<file path="config.mk">
export PLATFORM = sky130hd
export DESIGN_NAME = ppu_timing_ctrl
export DESIGN_NICKNAME = d
export VERILOG_FILES = /design/src/rtl/ppu_timing_ctrl.sv
export SDC_FILE = /design/constraint.sdc
export NUM_CORES = 1
export LEC_CHECK = 0
export BUFFER_PORTS_ARGS = -buffer_cell sky130_fd_sc_hd__buf_4
export CORE_ASPECT_RATIO = 1.25
export CORE_MARGIN = 1
export CORE_UTILIZATION = 36
export DETAILED_ROUTE_END_ITERATION = 6
export PLACE_DENSITY = 0.65
export SLEW_MARGIN = 20
export SYNTH_ARGS = -nofsm -noshare
export SYNTH_HDL_FRONTEND = slang
export SYNTH_SLANG_ARGS = --single-unit
</file>
<file path="constraint.sdc">
create_clock -name Clk -period 2.28 [get_ports Clk]
set_input_delay 0.342 -clock Clk [delete_from_list [all_inputs] [get_ports Clk]]
set_output_delay 0.342 -clock Clk [all_outputs]
set_load 0.05 [all_outputs]
</file>
<file path="src/rtl/ppu_timing_ctrl.sv">
// NTSC PPU dot/scanline timing generator and PPUSTATUS set/clear sequencer.
// Drives VBLANK/sprite strobes, the odd-frame dot skip and the CPU NMI line.
module ppu_timing_ctrl #(
  parameter int DOTS_PER_LINE   = 341,
  parameter int LINES_PER_FRAME = 262,
  parameter int VBLANK_LINE     = 241,
  parameter int PRERENDER_LINE  = 261,
  parameter int VISIBLE_LINES   = 240,
  parameter int VISIBLE_DOTS    = 256
) (
  input  logic       Clk,
  input  logic       Reset_n,
  input  logic       Dot_En,
  input  logic       Rendering_En,
  input  logic       NMI_En,
  input  logic       Status_Rd,
  input  logic       Vblank_Flag,
  output logic       VBLANK_set,
  output logic       VBLANK_clear,
  output logic       Sprite_clear,
  output logic [8:0] Dot,
  output logic [8:0] Scanline,
  output logic       Frame_Odd,
  output logic       Visible,
  output logic       NMI_n
);

  localparam logic [8:0] LAST_DOT  = 9'(DOTS_PER_LINE - 1);
  localparam logic [8:0] SKIP_DOT  = 9'(DOTS_PER_LINE - 2);
  localparam logic [8:0] LAST_LINE = 9'(LINES_PER_FRAME - 1);
  localparam logic [8:0] VB_LINE   = 9'(VBLANK_LINE);
  localparam logic [8:0] PRE_LINE  = 9'(PRERENDER_LINE);
  localparam logic [8:0] VIS_LINES = 9'(VISIBLE_LINES);
  localparam logic [8:0] VIS_DOTS  = 9'(VISIBLE_DOTS);

  logic [8:0] dot_q, dot_d;
  logic [8:0] line_q, line_d;
  logic       odd_q, odd_d;
  logic       vset_q, vset_d;
  logic       vclr_q, vclr_d;
  logic       suppress_q, suppress_d;
  logic       visible_q, visible_d;
  logic       nmi_n_q, nmi_n_d;
  logic       at_vblank, at_prerender, odd_skip;

  always_comb begin
    dot_d        = dot_q;
    line_d       = line_q;
    odd_d        = odd_q;
    at_vblank    = (line_q == VB_LINE) && (dot_q == 9'd0);
    at_prerender = (line_q == PRE_LINE) && (dot_q == 9'd0);
    odd_skip     = Dot_En && Rendering_En && odd_q &&
                   (line_q == LAST_LINE) && (dot_q == SKIP_DOT);

    if (odd_skip) begin
      dot_d  = 9'd0;
      line_d = 9'd0;
      odd_d  = ~odd_q;
    end else if (Dot_En) begin
      if (dot_q == LAST_DOT) begin
        dot_d = 9'd0;
        if (line_q == LAST_LINE) begin
          line_d = 9'd0;
          odd_d  = ~odd_q;
        end else begin
          line_d = line_q + 9'd1;
        end
      end else begin
        dot_d = dot_q + 9'd1;
      end
    end

    // A $2002 read on the edge leaving (VBLANK_LINE,0) swallows this frame's set
    vset_d = Dot_En && at_vblank && !Status_Rd;
    vclr_d = Dot_En && at_prerender;

    suppress_d = suppress_q;
    if (vclr_d) begin
      suppress_d = 1'b0;
    end else if ((Dot_En && at_vblank && Status_Rd) || (Status_Rd && vset_q)) begin
      suppress_d = 1'b1;
    end

    visible_d = (line_d < VIS_LINES) && (dot_d != 9'd0) && (dot_d <= VIS_DOTS);
    nmi_n_d   = ~(Vblank_Flag & NMI_En & ~suppress_q);
  end

  always_ff @(posedge Clk or negedge Reset_n) begin
    if (!Reset_n) begin
      dot_q      <= 9'd0;
      line_q     <= 9'd0;
      odd_q      <= 1'b0;
      vset_q     <= 1'b0;
      vclr_q     <= 1'b0;
      suppress_q <= 1'b0;
      visible_q  <= 1'b0;
      nmi_n_q    <= 1'b1;
    end else begin
      dot_q      <= dot_d;
      line_q     <= line_d;
      odd_q      <= odd_d;
      vset_q     <= vset_d;
      vclr_q     <= vclr_d;
      suppress_q <= suppress_d;
      visible_q  <= visible_d;
      nmi_n_q    <= nmi_n_d;
    end
  end

  assign Dot          = dot_q;
  assign Scanline     = line_q;
  assign Frame_Odd    = odd_q;
  assign VBLANK_set   = vset_q;
  assign VBLANK_clear = vclr_q;
  assign Sprite_clear = vclr_q;
  assign Visible      = visible_q;
  assign NMI_n        = nmi_n_q;

endmodule
</file>
Word-level counts from Yosys, hierarchy flattened:

Cells that the tools add are included.
Widths: inputs -> output; s select.

* bits in registers: 24
* bits in latches: 0
* memory bits (writable): 0
* ROM bits: 0
* input port bits: 7
* output and inout bits: 24
* logic and storage cells: 56
* memories: 0

* add/sub/neg operators: 2
* multipliers: 0
* divide/modulo/power cells: 0
* magnitude comparators: 2
* equality and inequality tests: 4
* shift operators: 0
* multiplexer cells: 13
* bitwise logic cells: 5
* reduce and logical (&&, ||, !) cells: 22

Operator list (count)
* $mux 9: 7
* $eq 9x9->1 const B: 3
* $add 9x1->9 const B: 2
* $logic_and 1x1->1: 13
* $eq 9x8->1 const B: 1
* $le 9x9->1 const B: 1
* $logic_not 9->1: 1
* $lt 9x8->1 const B: 1
* $reduce_bool 9->1: 1
* $reduce_bool 2->1: 4
* $mux 1: 6
* $not 1->1: 3
* $reduce_and 3->1: 1
* $and 1x1->1: 2
* $logic_not 1->1: 1
* $logic_or 1x1->1: 1

Depth between registers and ports, before layout:

* word-level depth: 8
* depth in mapped cells: 9

Least setup slack after synthesis:

OpenSTA, ideal clock, no wires.

* path type: register to register
* from: reg dot_q[0] (netlist: Dot[0])
* to: reg visible_q (netlist: Visible)
* arrival: 2126 ps
* path slack: 18 ps
* cell stages (with the launch flop): 10
* path buffers: 1
* clock period less this slack: 2262 ps
* cell sequence: dfrtp_1 -> inv_1 -> ha_1 -> and3_2 -> and3b_1 -> clkbuf_4 -> o21ai_0 -> a32oi_1 -> a2111oi_0 -> nor3_1

* longest elaborated chain between the ends: 7

RTL lines
* start, declared: RTL line 36 `logic [8:0] dot_q, dot_d;`
* start signal, assigned: RTL line 99 `dot_q <= dot_d;`
* branches (longest 6 deep; another with $add 9x1->9)
* $logic_and 1x1->1 (*): RTL line 84 `visible_d = (line_d < VIS_LINES) && (dot_d != 9'd0) && (dot_d <= VIS_DOTS);`
* named net visible_d: RTL line 42 `logic visible_q, visible_d;`
* end signal, assigned: RTL line 105 `visible_q <= visible_d;`
* end, declared: RTL line 42

Mark *: on every way through the listed nets, which the timed path passes.
A chain may end at the register's enable or synchronous reset.

Worst setup path after layout:

Ends and elaborated chain as after synthesis.

==> flow_summary.toml <==
[status]
run_status = "finished clean"

[logic_synthesis]
syn_area_per_cell_um2 = 9.96
synthDistinctLibCells = 50
syn-num-nets = 163
synthXorXnorAreaFrac_pct = 8.10
muxShareOfSynthArea_pct = 1.32
yosysTopAreaCell = "dfrtp_1"
synth-simple-area-share_pct = 27.4
async_reset_ff_share_pct = 100
synth_edf_count = 0
synth_area_leaders = "dfrtp_1 38%, xor2_1 4.6%, nor2_1 4.5%"
synthAdderAreaFrac_pct = 3.31
synth_compound_area_share_pct = 11.7
synth_top_area_share_pct = 38.0
synth_warnings = 0
ys_ff_latch = 24
syn_inst = 152
ys_seq_area_share_pct = 39.8
synth_area_um2 = 1510
synth_top_family_by_area = "simple AND/OR/NAND/NOR gates"
synth_flop_cell = "dfrtp_1"

[sta]
min_period_ps = 2100
final-setup-viol-count = 0
finalHoldViolCount = 0
slew_viol_final = 0
rsz0062_at_grt = "false"
tns_ps = 0
fmax_ghz = 0.477
slew_headroom_pct = 69.7
clock_skew_ps = 4.14
period_share_pct = 91.9
worstMarginPinSlew_ps = 452

[route]
wl_met2_um = 1510
top_layer = "met4"
dr.pass1.iters = 5
wl_per_cell_um = 12.9
vias_per_cell = 5.09
wl_met3_um = 121
route.detailed.drc = 0
num_vias = 1221
ant_nets = 0
m1WireLength_um = 1430
drt_iter0_drc = 35
wirelength_um = 3090

[cts]
clkTransAtPathRegs_ps = 80
cts-root-buf = "clkbuf_8"
clk_path_buf_depth = 2
clock-sinks = 24
cts_buffers = 3
post_cts_buffers = 0
cts_max_level = 1
clock_latency_ps = 270
cts_tree = "yes"

[global_route]
first_global_vias = 1138
antenna_found_initial = 0
grt_usage_pct = 15.3
grt_pass1_wl_um = 5260
grt_max_degree = 25
overflow = 0

[layout]
instances_no_fill = 240
design_area_um2 = 1820
final_net_count = 196
final_cell_mix = "36 x buf_4, 23 x dfrtp_1, 18 x nor2_1"
area_delta_synth_final_pct = 20.2
layout_commonest_cell = "buf_4"
n_antenna_cell = 0
drive_gt1_share_pct = 29.3

[power]
switching_share_pct = 41.5
total_power_mw = 1.67
p_sw_mw = 0.693
p_per_area_nw_per_um2 = 917
pwr-share-seq_pct = 35.1
clkPwrFrac_pct = 22.5
comb_power_share_pct = 42.4
p_int_mw = 0.977
leakagePower_nw = 0.828
peakVddDrop_mv = 0.735

[floorplan]
start_util_pct = 37.2
ioPinCount = 31
die-height_um = 74.5
fp-row-count = 26
die_area_um2 = 4470
core-area_um2 = 4070
die_w_um = 60

[setup_path]
cp.required_ps = 2420
cp_cell_sequence = "inv_1 -> ha_1 -> and3_2 -> and3b_1 -> o21ai_0 -> a32oi_1 -> a2111oi_0 -> nor3_1"
endpoint_kind = "register"
cp_slowest_cell = "dfrtp_1"
crit_type = "register to register"
slowest_delay_ps = 490
worstPathMaxFanout = 8
start_kind = "register"
cp_data_arrival_time_ps = 2240

[placed_design]
dp.cells = 235
dp_hpwl_um = 2300
portBuffers = 30
gp_congestion = 0.795
placed_area_um2 = 1740

[flow_run]
cap_violations = 0

[hold_path]
hold_path.class = "input port to register"
cell usage after synthesis (2+ instances only):
cell and number:
xnor2_1 6, ha_1 4, a21oi_1 5, nand4b_1 2, inv_1 3, and3_1 4
o21ai_0 8, nand4_1 3, nor2_1 18, xor2_1 8, and2b_2 2, dfrtp_1 23
nand3_1 4, clkbuf_8 3, mux2i_1 2, nor3b_1 2, buf_6 2, nor3_1 3
a31oi_1 2, and3_2 3, nand3b_1 2, nand2_1 15
stage by stage:
step | util [%] | setup WS (ps) | hold slack [ps]
after global placement | 42.8 | 246 | 262
after floorplan | - | 18.1 | 46.4
after CTS | 44.8 | 220 | 214
final | 44.8 | 184 | 223
after detailed placement | 42.8 | 244 | 261
after global routing | 44.8 | 35.0 | 218
worst max-delay path: cells and delay by family (launching register included):
kind | cells | cell delay (ps)
simple gates | 3 | 580
buf+inv | 1 | 80
fa+ha+maj | 1 | 210
compound gates | 3 | 620
flops | 1 | 490
final cells by class:
type / count / area (um2)
inverters: 3 / 11.3
fillers: 396 / 2250
well taps: 56 / 70.1
clock inverters: 1 / 30.0
repair buffers: 37 / 280
multi-input cells: 116 / 786
flip-flops and latches: 24 / 602
clock buffers: 3 / 41.3
state kept, by name (all words and copies together) (netlist names):
signal        cells
Sprite_clear      1
Visible           1
NMI_n             1
Frame_Odd         1
VBLANK_set        1
Scanline          9
suppress_q        1
Dot               9
cell families (layout without fill, tap and decap cells):
group                    count (synthesis)  after routing
XOR/XNOR                                14             14
flip-flops                              24             24
adder cells (fa/ha/maj)                  4              4
multiplexers                             2              2
buffers and inverters                   12             44
AND/OR/NAND/NOR                         70             70
AO/OA/AOI/OAI                           26             26
final timing paths:
| path | from | to | slack, ps | cells past startpoint |
|---|---|---|---|---|
| max in group asynchronous | Reset_n | NMI_n$_DFF_PN1_ | 1490 | 2 |
| hold reg to reg | suppress_q$_DFFE_PN0P_ | NMI_n$_DFF_PN1_ | 490 | 1 |
| setup reg to reg | Dot[0]$_DFF_PN0_ | Visible$_DFF_PN0_ | 180 | 8 |
| min in group asynchronous | Reset_n | Scanline[2]$_DFFE_PN0P_ | 500 | 2 |
| setup / recovery | Dot[0]$_DFF_PN0_ | Visible$_DFF_PN0_ | 180 | 8 |
| hold / removal | Status_Rd | VBLANK_set$_DFF_PN0_ | 220 | 2 |
power by group through the flow:
stage / Sequential (mW) / Combinational [mW] / Clock, mW
2_1_floorplan: 0.791 / 0.351 / 0
3_3_place_gp: 0.594 / 0.706 / 0
3_5_place_dp: 0.591 / 0.709 / 0
4_1_cts: 0.584 / 0.712 / 0.386
5_1_grt: 0.598 / 0.769 / 0.400
6_report: 0.586 / 0.708 / 0.375
what timing repair did:
action,4_1_cts,5_1_grt
gates resized for setup,0,0
endpoints found under the hold margin,23,0
hold buffers,1,0
metal layers:
metal / track usage (%) / vias to the layer above
met1: 20.1 / 597
li1: - / 600
met3: 2.61 / 2
met5: 0 / -
met2: 26.0 / 22
met4: 3.88 / 0
Power figures use the tool's default switching activity.
